<file path="config.mk">
export PLATFORM = sky130hd
export DESIGN_NAME = char_slot_buffer
export DESIGN_NICKNAME = d
export VERILOG_FILES = /design/src/rtl/morse_pkg.sv /design/src/rtl/scan_divider.sv /design/src/rtl/char_slot_buffer.sv
export SDC_FILE = /design/constraint.sdc
export NUM_CORES = 1
export LEC_CHECK = 0
export CAP_MARGIN = 30
export CORE_MARGIN = 4
export CORE_UTILIZATION = 29
export CTS_BUF_LIST = sky130_fd_sc_hd__clkbuf_8 sky130_fd_sc_hd__clkbuf_16
export DETAILED_ROUTE_END_ITERATION = 7
export GPL_TIMING_DRIVEN = 0
export HOLD_SLACK_MARGIN = 0.08
export SLEW_MARGIN = 20
export SYNTH_ARGS = -nofsm -noshare
export SYNTH_HDL_FRONTEND = slang
export SYNTH_HIERARCHICAL = 1
export SYNTH_SLANG_ARGS = --single-unit
export TNS_END_PERCENT = 10
</file>
<file path="constraint.sdc">
create_clock -name clk -period 4.04 [get_ports clk]
set_input_delay 0.808 -clock clk [delete_from_list [all_inputs] [get_ports clk]]
set_output_delay 0.808 -clock clk [all_outputs]
set_load 0.02 [all_outputs]
</file>
<file path="src/rtl/morse_pkg.sv">
// Shared constants, slot record and glyph-address helper for the Morse
// character display path.
package morse_pkg;

    localparam int NUM_SLOTS = 8;
    localparam int CODE_W    = 6;
    localparam int ADDR_W    = 11;
    localparam int COUNT_W   = 4;
    localparam int POS_W     = 3;

    localparam logic [CODE_W-1:0]  MAX_CODE   = CODE_W'(35);
    localparam logic [ADDR_W-1:0]  BLANK_ADDR = '0;
    localparam logic [COUNT_W-1:0] FULL_COUNT = COUNT_W'(NUM_SLOTS);

    typedef struct packed {
        logic              occupied;
        logic [CODE_W-1:0] code;
    } slot_t;

    // Glyph 0 of the font ROM is the blank, so code n lives at glyph n+1.
    function automatic logic [ADDR_W-1:0] glyph_addr(input slot_t s, input int unsigned stride);
        logic [31:0] wide;
        if (!s.occupied) begin
            return BLANK_ADDR;
        end
        wide = (32'(s.code) + 32'd1) * stride;
        return wide[ADDR_W-1:0];
    endfunction

endpackage

</file>
<file path="src/rtl/scan_divider.sv">
// Free-running 0..SCAN_DIV-1 counter; advance pulses on the wrap cycle.
module scan_divider
    import morse_pkg::*;
#(
    parameter int unsigned SCAN_DIV = 4
) (
    input  logic clk,
    input  logic rst_n,
    output logic advance
);

    localparam logic [7:0] LAST = 8'(SCAN_DIV - 1);

    logic [7:0] count;

    assign advance = (count == LAST);

    // NOTE: sequential state uses non-blocking assignments so every register
    // samples pre-edge values regardless of block ordering.
    always_ff @(posedge clk or negedge rst_n) begin
        if (!rst_n) begin
            count <= '0;
        end else if (advance) begin
            count <= '0;
        end else begin
            count <= count + 8'd1;
        end
    end

endmodule

</file>
<file path="src/rtl/char_slot_buffer.sv">
// Eight-slot scrolling character buffer feeding glyph addresses to the
// VGA scan-out, one slot per SCAN_DIV cycles.
module char_slot_buffer
    import morse_pkg::*;
#(
    parameter int unsigned SCAN_DIV    = 4,
    parameter int unsigned FONT_STRIDE = 16
) (
    input  logic                clk,
    input  logic                rst_n,
    input  logic                char_valid,
    input  logic [CODE_W-1:0]   char_code,
    input  logic                backspace,
    input  logic                clear,
    output logic [POS_W-1:0]    display_position,
    output logic [ADDR_W-1:0]   addr_fixed1,
    output logic [COUNT_W-1:0]  char_count,
    output logic                full
);

    slot_t             slots [NUM_SLOTS];
    logic              advance;
    logic [POS_W-1:0]  pos_next;
    logic [POS_W-1:0]  wr_idx;
    logic [POS_W-1:0]  last_idx;
    logic              code_ok;

    scan_divider #(
        .SCAN_DIV (SCAN_DIV)
    ) u_scan_divider (
        .clk     (clk),
        .rst_n   (rst_n),
        .advance (advance)
    );

    assign full     = (char_count == FULL_COUNT);
    assign code_ok  = (char_code <= MAX_CODE);
    assign wr_idx   = char_count[POS_W-1:0];
    // At char_count == 8 the low bits are 0, so last_idx correctly wraps to 7.
    assign last_idx = wr_idx - POS_W'(1);
    assign pos_next = advance ? display_position + POS_W'(1) : display_position;

    // NOTE: the slot array is reset explicitly because empty slots must read
    // as the blank glyph straight out of reset.
    always_ff @(posedge clk or negedge rst_n) begin
        if (!rst_n) begin
            for (int i = 0; i < NUM_SLOTS; i++) begin
                slots[i] <= '0;
            end
            char_count <= '0;
        end else if (clear) begin
            for (int i = 0; i < NUM_SLOTS; i++) begin
                slots[i] <= '0;
            end
            char_count <= '0;
        end else if (backspace) begin
            if (char_count != '0) begin
                slots[last_idx].occupied <= 1'b0;
                char_count <= char_count - COUNT_W'(1);
            end
        end else if (char_valid && code_ok) begin
            if (!full) begin
                slots[wr_idx] <= '{occupied: 1'b1, code: char_code};
                char_count    <= char_count + COUNT_W'(1);
            end else begin
                for (int i = 0; i < NUM_SLOTS - 1; i++) begin
                    slots[i] <= slots[i+1];
                end
                slots[NUM_SLOTS-1] <= '{occupied: 1'b1, code: char_code};
            end
        end
    end

    // Position and address move together; the address reads the slot that the
    // position is about to show, giving one cycle of write-to-display latency.
    always_ff @(posedge clk or negedge rst_n) begin
        if (!rst_n) begin
            display_position <= '0;
            addr_fixed1      <= BLANK_ADDR;
        end else begin
            display_position <= pos_next;
            addr_fixed1      <= glyph_addr(slots[pos_next], FONT_STRIDE);
        end
    end

endmodule
</file>
==> results of run 1 <==
worst max-delay path by stage:
stage | from | end | slack, ps | cells past startpoint
after global placement | rst_n | char_count[1]$_DFFE_PN0P_ | -570 | 1
after detailed placement | u_scan_divider/count[0]$_DFF_PN0_ | addr_fixed1[10]$_DFF_PN0_ | -220 | 8
after CTS | char_count[1]$_DFFE_PN0P_ | full | 100 | 9
final | u_scan_divider/count[0]$_DFF_PN0_ | addr_fixed1[10]$_DFF_PN0_ | 100 | 8
after floorplan | u_scan_divider/count[0]$_DFF_PN0_ | addr_fixed1[10]$_DFF_PN0_ | 920 | 8
after global routing | u_scan_divider/count[0]$_DFF_PN0_ | addr_fixed1[10]$_DFF_PN0_ | 20 | 8
state kept, by name (all words and copies together) (netlist names):
name,flops
addr_fixed1,7
char_count,4
display_position,3
slots,56
u_scan_divider/count,8
metal layers:
metal | GRT usage | vias up | wire length, um
met3 | 0.0303 | 19 | 741
met2 | 0.247 | 134 | 6630
met1 | 0.202 | 2058 | 6070
li1 | - | 1839 | -
met4 | 0.0405 | 0 | 216
met5 | 0 | - | 0
layout make-up:
type | instances | share of cell area
Inverter | 12 | 0.00784
Timing Repair Buffer | 27 | 0.0488
Clock buffer | 10 | 0.0416
Buffer | 29 | 0.0283
Sequential cell | 78 | 0.340
Multi-Input combinational cell | 351 | 0.475
Clock inverter | 6 | 0.0109
Tap cell | 220 | 0.0479
Yosys cell counts, types with 2 or more instances:
cell / n
o21ai_1: 2
nor3_1: 13
or3_1: 2
xor2_1: 3
mux2i_1: 3
a21oi_1: 40
nor2_1: 34
and2_1: 2
nand3_1: 14
dfrtp_1: 78
mux2_2: 23
buf_4: 4
or2_2: 2
mux4_1: 16
mux4_2: 9
xnor2_1: 10
a21boi_0: 2
inv_1: 12
nand2b_1: 2
nor2_2: 2
a21oi_2: 2
a211oi_1: 2
nand2_1: 42
a22o_1: 13
clkbuf_1: 11
a22oi_1: 9
ha_1: 7
a21o_1: 4
a31oi_1: 2
nor2b_1: 4
buf_2: 11
a221o_1: 2
o41ai_1: 6
o22ai_1: 2
and3_1: 7
nor3b_1: 2
o211ai_1: 6
o21ai_0: 30
o31ai_1: 10
worst reg2reg max path, stage by stage, from the launching register on:
cell and delay, ps:
dfrtp_1 410, ha_1 250, or4b_4 500, nor4_4 440, clkbuf_1 450, mux2i_2 680
mux4_2 460, mux2i_2 460, nor4b_1 140
power groups by stage:
stage          Clock, mW  Combinational, mW  Sequential [mW]
2_1_floorplan          0              0.597            0.977
3_3_place_gp           0              0.860            0.991
3_5_place_dp           0              0.874            0.997
4_1_cts            0.837              0.882            0.984
5_1_grt            0.871              0.978            0.998
6_report           0.824              0.889            0.985
metrics by stage:
stage / TNS [ps] / power [mW]
2_1_floorplan: 0 / 1.57
3_3_place_gp: -44920 / 1.85
6_report: 0 / 2.70
5_1_grt: 0 / 2.85
3_5_place_dp: -1260 / 1.87
4_1_cts: 0 / 2.70
repair_timing:
item                                   in CTS  in global routing
endpoints found under the hold margin       0                  0
pin swaps                                   0                  0
gates resized for setup                     2                  3
setup endpoints to repair                   7                  1
cells by family after synthesis:
family,after synthesis,synth area share
multiplexers,51,0.187
adder cells (fa/ha/maj),8,0.0221
AO/OA/AOI/OAI,135,0.177
buffers and inverters,41,0.0426
AND/OR/NAND/NOR,139,0.143
XOR/XNOR,14,0.0267
flip-flops,78,0.401
other,1,0.000770
==> impl_results.md, run 1 <==
- Routed Wire Length: 13.7 mm
- FF/Latch Area: 1950 sq um
- IO buf count: 24
- FMAX: between 0.2 and 0.3 GHz
- Number of global-route vias before repair: approximately 4000
- First-pass DRT Iterations: 5
- Initial Util: 0.295
- Per-cell routed wire length: 18.6 um
- Endpoints failing hold: 0
- Post-Syn Instances: ~470
- HPWL after DPL: ~10 mm
- Gr usage total: 0.150
- Largest net degree at the start of global routing: 57
- Clock H-tree levels: 3
- Number of top-level pins: 30
- Fin cells: between 700 and 800
- Synth-to-Final Area Change: 18.0%
- Max cap viols: 0
- Final period util: 0.975
- Number of remaining DRC errors: 0
- FP Rows: 47
- Post-layout instance area: roughly 5700 sq um
- Clock slew at reported path FFs: around 60 ps
- Clock buffer count from CTS: 9
- Asr flop ratio synth: 1.00
- Via count of the routed design: 4050
- Pre-CTS setup slack: -223 ps
- Antenna viol nets, final: 0
- Root Driver: clkbuf_16
- CP Class: reg2reg
- Synthesized area per cell: between 10 and 15 sq um
- Endpoints failing setup: 0
- Area leader, netlist: dfrtp_1
- Final nets: between 500 and 600
- Synth Register Bits: 78
- Initial antenna violation count: 0
- Status: completed
- Final min period: 3940 ps
- Commonest non-fill, non-tap cell in the layout: dfrtp_1
- Hold-fix buffers, CTS: 0
- GRT overflow: 0
- WP data arrival: around 4100 ps
- Most frequent cells in the layout: dfrtp_1, nand2_1, a21oi_1, nor2_1, o21ai_0
- Filler cells: 1655
- Synth top area share: 0.401
- CP max stage delay: about 700 ps
- CP most frequent cell: mux2i_2
- Unrepaired setup endpoints after global routing: no
- Worst path slowest cell: mux2i_2
- Placed Cells: about 700
- R2r startpoint: u_scan_divider/count[0]$_DFF_PN0_
- Worst slew pin tran: between 900 and 1000 ps
- Crit start category: flop
- Setup crit end kind: flop
- WHS: 367 ps
- P_int: 1.71 mW
- Synth Warn #: 6
- Gate power share: 0.329
- Post-synthesis sequential area ratio: 0.401
- Chain of cells forming the critical path: ha_1 -> or4b_4 -> nor4_4 -> clkbuf_1 -> mux2i_2 -> mux4_2 -> mux2i_2 -> nor4b_1
- Die width: between 100 and 150 um
- Crit path max-delay family: multiplexers
- Worst R2R Setup Slack: around 100 ps
- Largest fanout on the critical path: 10
- FF-to-FF End: addr_fixed1[10]$_DFF_PN0_
- Peak supply drop: roughly 270 uV
- Clock sink total: a little under 80
- Maximum root-to-sink buffer count: 2
- EDFF count, synth: 0
- Setup bufs post-CTS: 0
- CORE AREA: 16500 sq um
- Post-synth top flop: dfrtp_1
- Die height: between 100 and 150 um
- TritonCTS clock tree: built
- Crit path required time: between 4000 and 5000 ps
- Sw Ratio: 0.365
- Worst min path class: in2async
- RD Place Congestion: 0.876
- Initial drt markers: between 200 and 300
- Placed inst area: approximately 5400 sq um
- Layout cells sized above 1: 0.170
- Reg2Reg Depth: 8
- PnR worst setup slack: 102 ps
- Clk_skew: around 7.3 ps
- Synth area leaders: dfrtp_1, mux4_1, mux2_2
- LEAKAGE: approximately 2.5 nW
- Synth Cell Area: between 4000 and 5000 sq um
- Pwr Density: around 470 nW/um^2
- Slew Limit Headroom: 0.379
- Critical path buffer and inverter count: 1
- Sequential share of power: 0.365
- Post-layout util: 0.348
- Multi-input logic area: 2730 sq um
- First-pass GRT wire length: between 20 and 25 mm
- Synth cell types: 61
- Die area: 18900 sq um
- Max-slew violations: 0
- Vias per Instance: ~5.5
- # diodes: 0
- Switching pwr: between 0.9 and 1 mW
- Clock latency on the worst-skew pair: about 340 ps
- Clock power share: 0.305
No activity file was read; power rests on OpenSTA's default activity.
==> run 2: changes to the inputs <==
--- a/config.mk
+++ b/config.mk
@@ -6,6 +6,7 @@
 export NUM_CORES = 1
 export LEC_CHECK = 0
 export CAP_MARGIN = 30
+export CORE_ASPECT_RATIO = 0.8
 export CORE_MARGIN = 4
 export CORE_UTILIZATION = 29
 export CTS_BUF_LIST = sky130_fd_sc_hd__clkbuf_8 sky130_fd_sc_hd__clkbuf_16
==> impl_results.md, run 2 (synthesized netlist as in run 1, its figures left out) <==
- Final period util: 0.959 (-0.0156)
- Endpoints failing hold: 0 (unchanged)
- Pre-CTS setup slack: -239 ps (-15.4 ps)
- Max reg flops: 56 (unchanged)
- Final nets: 527 (unchanged)
- FP Rows: 42 (-11%)
- CORE AREA: 16500 sq um (-0.14%)
- Pwr Density: 466 nW/um^2 (-0.72%)
- Worst min path class: in2async
- Endpoints failing setup: 0 (unchanged)
- Setup TNS: 0 ps (unchanged)
- Per-cell routed wire length: 19.1 um (+2.4%)
- First-pass GRT wire length: 22.5 mm (+3.3%)
- Switching pwr: 1.03 mW (+4.3%)
- RD Place Congestion: 0.892 (+1.8%)
- Initial antenna violation count: 0 (unchanged)
- Maximum root-to-sink buffer count: 2 (unchanged)
- Largest Register: slots
- IO buf count: 24 (unchanged)
- Sequential share of power: 0.367 (+0.002)
- Number of remaining DRC errors: 0 (unchanged)
- Crit path required time: 3230 ps (-1000 ps)
- Top sig layer: met4
- Max-slew violations: 0 (unchanged)
- Vias per Instance: 5.53 (+0.17%)
- Via count of the routed design: 4057 (+0.17%)
- Metal3 WL: 855 um (+15%)
- Antenna viol nets, final: 0 (unchanged)
- Status: completed
- Gr usage total: 0.151 (+0.00125)
- Root Driver: clkbuf_16
- Slew Limit Headroom: 0.369 (-0.00922)
- Wire length on met2: 6.36 mm (-4.0%)
- Crit start category: flop
- Setup crit end kind: output port
- Most frequent cells in the layout: dfrtp_1, nand2_1, a21oi_1, nor2_1, o21ai_0
- Commonest non-fill, non-tap cell in the layout: dfrtp_1
- # diodes: 0 (unchanged)
- Post-layout instance area: 5730 sq um (-0.24%)
- Largest fanout on the critical path: 10 (unchanged)
- Die area: 18900 sq um (about the same)
- Final min period: 3880 ps (-62.9 ps)
- Initial Util: 0.295 (+0.000425)
- CP Class: reg2out
- Clock latency on the worst-skew pair: 340 ps (about the same)
- Unrepaired setup endpoints after global routing: no
- Clk_skew: 5.60 ps (-1.67 ps)
- Metal-1 WL: 6.61 mm (+8.9%)
- HPWL after DPL: 10.3 mm (+2.2%)
- Layout cells sized above 1: 0.173 (+0.00390)
- Clock sink total: 78 (unchanged)
- Reg2Reg Depth: 8 (unchanged)
- Synth-to-Final Area Change: 17.7%
- Die width: 153 um (+11%)
- Top Registers: slots x56, u_scan_divider/count x8, addr_fixed1 x7
- Clock H-tree levels: 3 (unchanged)
- First-pass DRT Iterations: 5 (unchanged)
- LEAKAGE: 2.42 nW (-1.5%)
- Initial drt markers: 388 (+46%)
- Peak supply drop: 295 uV (+8.5%)
- Largest net degree at the start of global routing: 42 (-26%)
- Post-layout util: 0.347 (about the same)
- Worst slew pin tran: 936 ps (+13.7 ps)
- GRT overflow: 0 (unchanged)
- WP data arrival: 3070 ps (-1060 ps)
- Max cap viols: 0 (unchanged)
- Placed inst area: 5420 sq um (-0.16%)
- Clock power share: 0.294 (-0.011)
- Clock buffer count from CTS: 9 (unchanged)
- Die height: 124 um (-9.9%)
- FMAX: 0.258 GHz (+1.6%)
- Sw Ratio: 0.384 (+0.0194)
- Clock slew at reported path FFs: 70 ps (about the same)
- Gate power share: 0.339 (+0.010)
- Routed Wire Length: 14.0 mm (+2.4%)
- TritonCTS clock tree: built
- Number of top-level pins: 30 (unchanged)
- PnR worst setup slack: 164 ps (+62.9 ps)
- Total power: 2.67 mW (-0.96%)
- P_int: 1.64 mW (-4.0%)
- Number of global-route vias before repair: 3956 (-0.076%)
[run 2: final cells by class]
| class | count | area [sq um] |
|---|---|---|
| Fill cell | 1683 | 10800 |
| Multi-Input combinational cell | 351 | 2740 |
| Sequential cell | 78 | 1950 |
| Tap cell | 220 | 275 |
| Timing Repair Buffer | 27 | 268 |
| Clock buffer | 9 | 225 |
| Buffer | 29 | 165 |
| Clock inverter | 7 | 57.6 |
| Inverter | 12 | 45.0 |
[run 2: metal layers]
layer  up-vias  global-route usage
met5         -                   0
met4         0              0.0284
met3        11              0.0379
met2       144               0.238
met1      2068               0.216
li1       1834                   -
[run 2: through the flow]
stage,instances,hold slack (ps)
after CTS,731,451
after global routing,733,481
final,733,438
after detailed placement,715,491
after floorplan,470,448
after global placement,714,471
[run 2: worst max-delay path, cell delays in order (launching register included)]
cell and delay (ps):
dfrtp_1 520, inv_2 180, ha_1 170, nand2_1 40
or2_2 270, clkbuf_1 220, inv_1 180, buf_2 230
clkbuf_4 270, clkdlybuf4s50_1 630
[run 2: path summary, 6_finish.rpt]
path / start / end / slack, ps
setup reg to reg: u_scan_divider/count[0]$_DFF_PN0_ / addr_fixed1[10]$_DFF_PN0_ / 270
min in group clk: u_scan_divider/count[7]$_DFF_PN0_ / u_scan_divider/count[7]$_DFF_PN0_ / 490
setup / recovery: char_count[1]$_DFFE_PN0P_ / full / 160
max in group asynchronous: rst_n / slots[9]$_DFFE_PN0P_ / 2990
hold reg to reg: u_scan_divider/count[7]$_DFF_PN0_ / u_scan_divider/count[7]$_DFF_PN0_ / 490
hold / removal: rst_n / addr_fixed1[5]$_DFF_PN0_ / 440
[run 2: what timing repair did]
item                                    CTS  global route
setup buffers                             0             0
hold buffers                              0             0
resized for setup                         2             4
endpoints found under the setup margin    7             4
pin swaps                                 0             0
[run 2: power by group through the flow]
stage / logic [mW] / clock network [mW] / registers, mW
2_1_floorplan: 0.597 / 0 / 0.977
3_3_place_gp: 0.863 / 0 / 0.984
3_5_place_dp: 0.884 / 0 / 0.991
4_1_cts: 0.890 / 0.799 / 0.977
5_1_grt: 0.996 / 0.831 / 0.993
6_report: 0.906 / 0.786 / 0.981
==> run 3: changes to the inputs <==
--- a/config.mk
+++ b/config.mk
@@ -13,6 +13,8 @@
 export DETAILED_ROUTE_END_ITERATION = 7
 export GPL_TIMING_DRIVEN = 0
 export HOLD_SLACK_MARGIN = 0.08
+export MAX_ROUTING_LAYER = met4
+export PLACE_DENSITY = 0.42
 export SLEW_MARGIN = 20
 export SYNTH_ARGS = -nofsm -noshare
 export SYNTH_HDL_FRONTEND = slang
==> constraint.sdc (replaced) <==
create_clock -name clk -period 4.4 [get_ports clk]
set_input_delay 0.88 -clock clk [delete_from_list [all_inputs] [get_ports clk]]
set_output_delay 0.88 -clock clk [all_outputs]
set_load 0.02 [all_outputs]
==> impl_results.md, run 3 (synthesized netlist as in run 1, its figures left out) <==
- Slew Limit Headroom: 0.405 (+0.0357)
- Number of top-level pins: 30 (unchanged)
- Clock latency on the worst-skew pair: 350 ps (about the same)
- Status: completed
- Max cap viols: 0 (unchanged)
- FP Rows: 42 (unchanged)
- Clock slew at reported path FFs: 60 ps (about the same)
- Unrepaired setup endpoints after global routing: no
- Pwr Density: 439 nW/um^2 (-5.9%)
- # diodes: 0 (unchanged)
- Most frequent cells in the layout: dfrtp_1, nand2_1, a21oi_1, nor2_1, o21ai_0
- Total power: 2.52 mW (-5.6%)
- Setup TNS: 0 ps (unchanged)
- First-pass GRT wire length: 24.3 mm (+7.8%)
- Die height: 124 um (unchanged)
- CORE AREA: 16500 sq um (unchanged)
- CP Class: reg2out
- IO buf count: 24 (unchanged)
- Initial antenna violation count: 0 (unchanged)
- Setup crit end kind: output port
- Post-layout util: 0.348 (+0.00106)
- Die area: 18900 sq um (unchanged)
- Per-cell routed wire length: 20.8 um (+9.0%)
- Placed Cells: 717 (+0.28%)
- Via count of the routed design: 4021 (-0.89%)
- Clock sink total: 78 (unchanged)
- FMAX: 0.247 GHz
- Gr usage total: 0.174 (+0.0222)
- Worst min path class: reg2reg
- WP data arrival: 3160 ps (+90 ps)
- Crit path required time: 3520 ps (+290 ps)
- Commonest non-fill, non-tap cell in the layout: dfrtp_1
- Synth-to-Final Area Change: 18.1%
- WHS Path Cells: 1
- Antenna viol nets, final: 0 (unchanged)
- Final nets: 529 (+0.38%)
- LEAKAGE: 2.46 nW (+1.7%)
- Crit start category: flop
- First-pass DRT Iterations: 5 (unchanged)
- Hold-fix buffers, CTS: 0 (unchanged)
- Clock H-tree levels: 3 (unchanged)
- Die width: 153 um (unchanged)
- Clock buffer count from CTS: 9 (unchanged)
- Clk_skew: 9.95 ps (+4.35 ps)
- GRT overflow: 0 (unchanged)
- Number of remaining DRC errors: 0 (unchanged)
- HPWL after DPL: 11.6 mm (+12%)
- Fin cells: 735 (+0.27%)
- Initial Util: 0.295 (unchanged)
- Worst slew pin tran: 885 ps (-51.1 ps)
- Largest fanout on the critical path: 10 (unchanged)
- Top Registers: slots x56, u_scan_divider/count x8, addr_fixed1 x7
- Post-CTS Resized: 0 (-2)
- Vias per Instance: 5.47 (-1.2%)
- Max-slew violations: 0 (unchanged)
- Initial drt markers: 316 (-19%)
- Setup bufs post-CTS: 0 (unchanged)
- Final period util: 0.919
- Pre-CTS setup slack: 296 ps (+535 ps)
- Root Driver: clkbuf_16
- Maximum root-to-sink buffer count: 2 (unchanged)
- Largest net degree at the start of global routing: 47 (+12%)
- Reg2Reg Depth: 8 (unchanged)
- Final min period: around 4000 ps
- Routed Wire Length: 15.3 mm (+9.3%)
- Layout cells sized above 1: 0.165 (-0.00844)
- Endpoints failing hold: 0 (unchanged)
- Peak supply drop: 176 uV (-40%)
- TritonCTS clock tree: built
- PnR worst setup slack: 358 ps (+193 ps)
- Max reg flops: 56 (unchanged)
- Endpoints failing setup: 0 (unchanged)
- Number of global-route vias before repair: 3906 (-1.3%)
- Largest Register: slots
- RD Place Congestion: 0.796 (-11%)
==> run 3: final timing paths <==
check	endpoint	startpoint	slack, ps
worst max-delay path	full	char_count[1]$_DFFE_PN0P_	360
min in group asynchronous	slots[15]$_DFFE_PN0P_	rst_n	490
worst max register to register	addr_fixed1[10]$_DFF_PN0_	u_scan_divider/count[0]$_DFF_PN0_	400
worst min register to register	u_scan_divider/count[7]$_DFF_PN0_	u_scan_divider/count[7]$_DFF_PN0_	480
worst min-delay path	u_scan_divider/count[7]$_DFF_PN0_	u_scan_divider/count[7]$_DFF_PN0_	480
max in group asynchronous	slots[38]$_DFFE_PN0P_	rst_n	3300
==> run 3: report_power, final <==
| group | total, mW | internal [mW] | leakage (nW) | switching [mW] |
|---|---|---|---|---|
| Combinational | 0.853 | 0.319 | 1.25 | 0.534 |
| Clock | 0.761 | 0.454 | 0.152 | 0.308 |
| Sequential | 0.907 | 0.802 | 1.06 | 0.105 |
==> run 3: area by class of cell <==
type	instances	area, sq um
clock inverter	6	62.6
inverter	12	45.0
multi-input combinational	351	2730
clock buffer	10	239
sequential	78	1950
tap	220	275
buffer	29	163
fill	1688	10800
timing repair buffer	29	288
==> run 3: critical path, cell delays in order (launching register included) <==
cell             delay (ps)
dfrtp_1                 520
inv_1                   230
ha_1                    190
nand2_1                  40
or2_2                   260
clkbuf_1                190
inv_1                   180
buf_2                   240
buf_2                   290
clkdlybuf4s50_1         660
==> run 3: through the flow <==
step                cell area [sq um]  hold WS (ps)
floorplan                        4880           448
global placement                 5400           471
detailed placement               5430           470
CTS                              5740           485
global route                     5750           506
finish                           5750           481
==> run 3: metal layers <==
metal / wire, um / global-route usage
met1: 7940 / 0.265
met5: 0 / -
met2: 6330 / 0.233
met3: 887 / 0.0368
met4: 134 / 0.0401
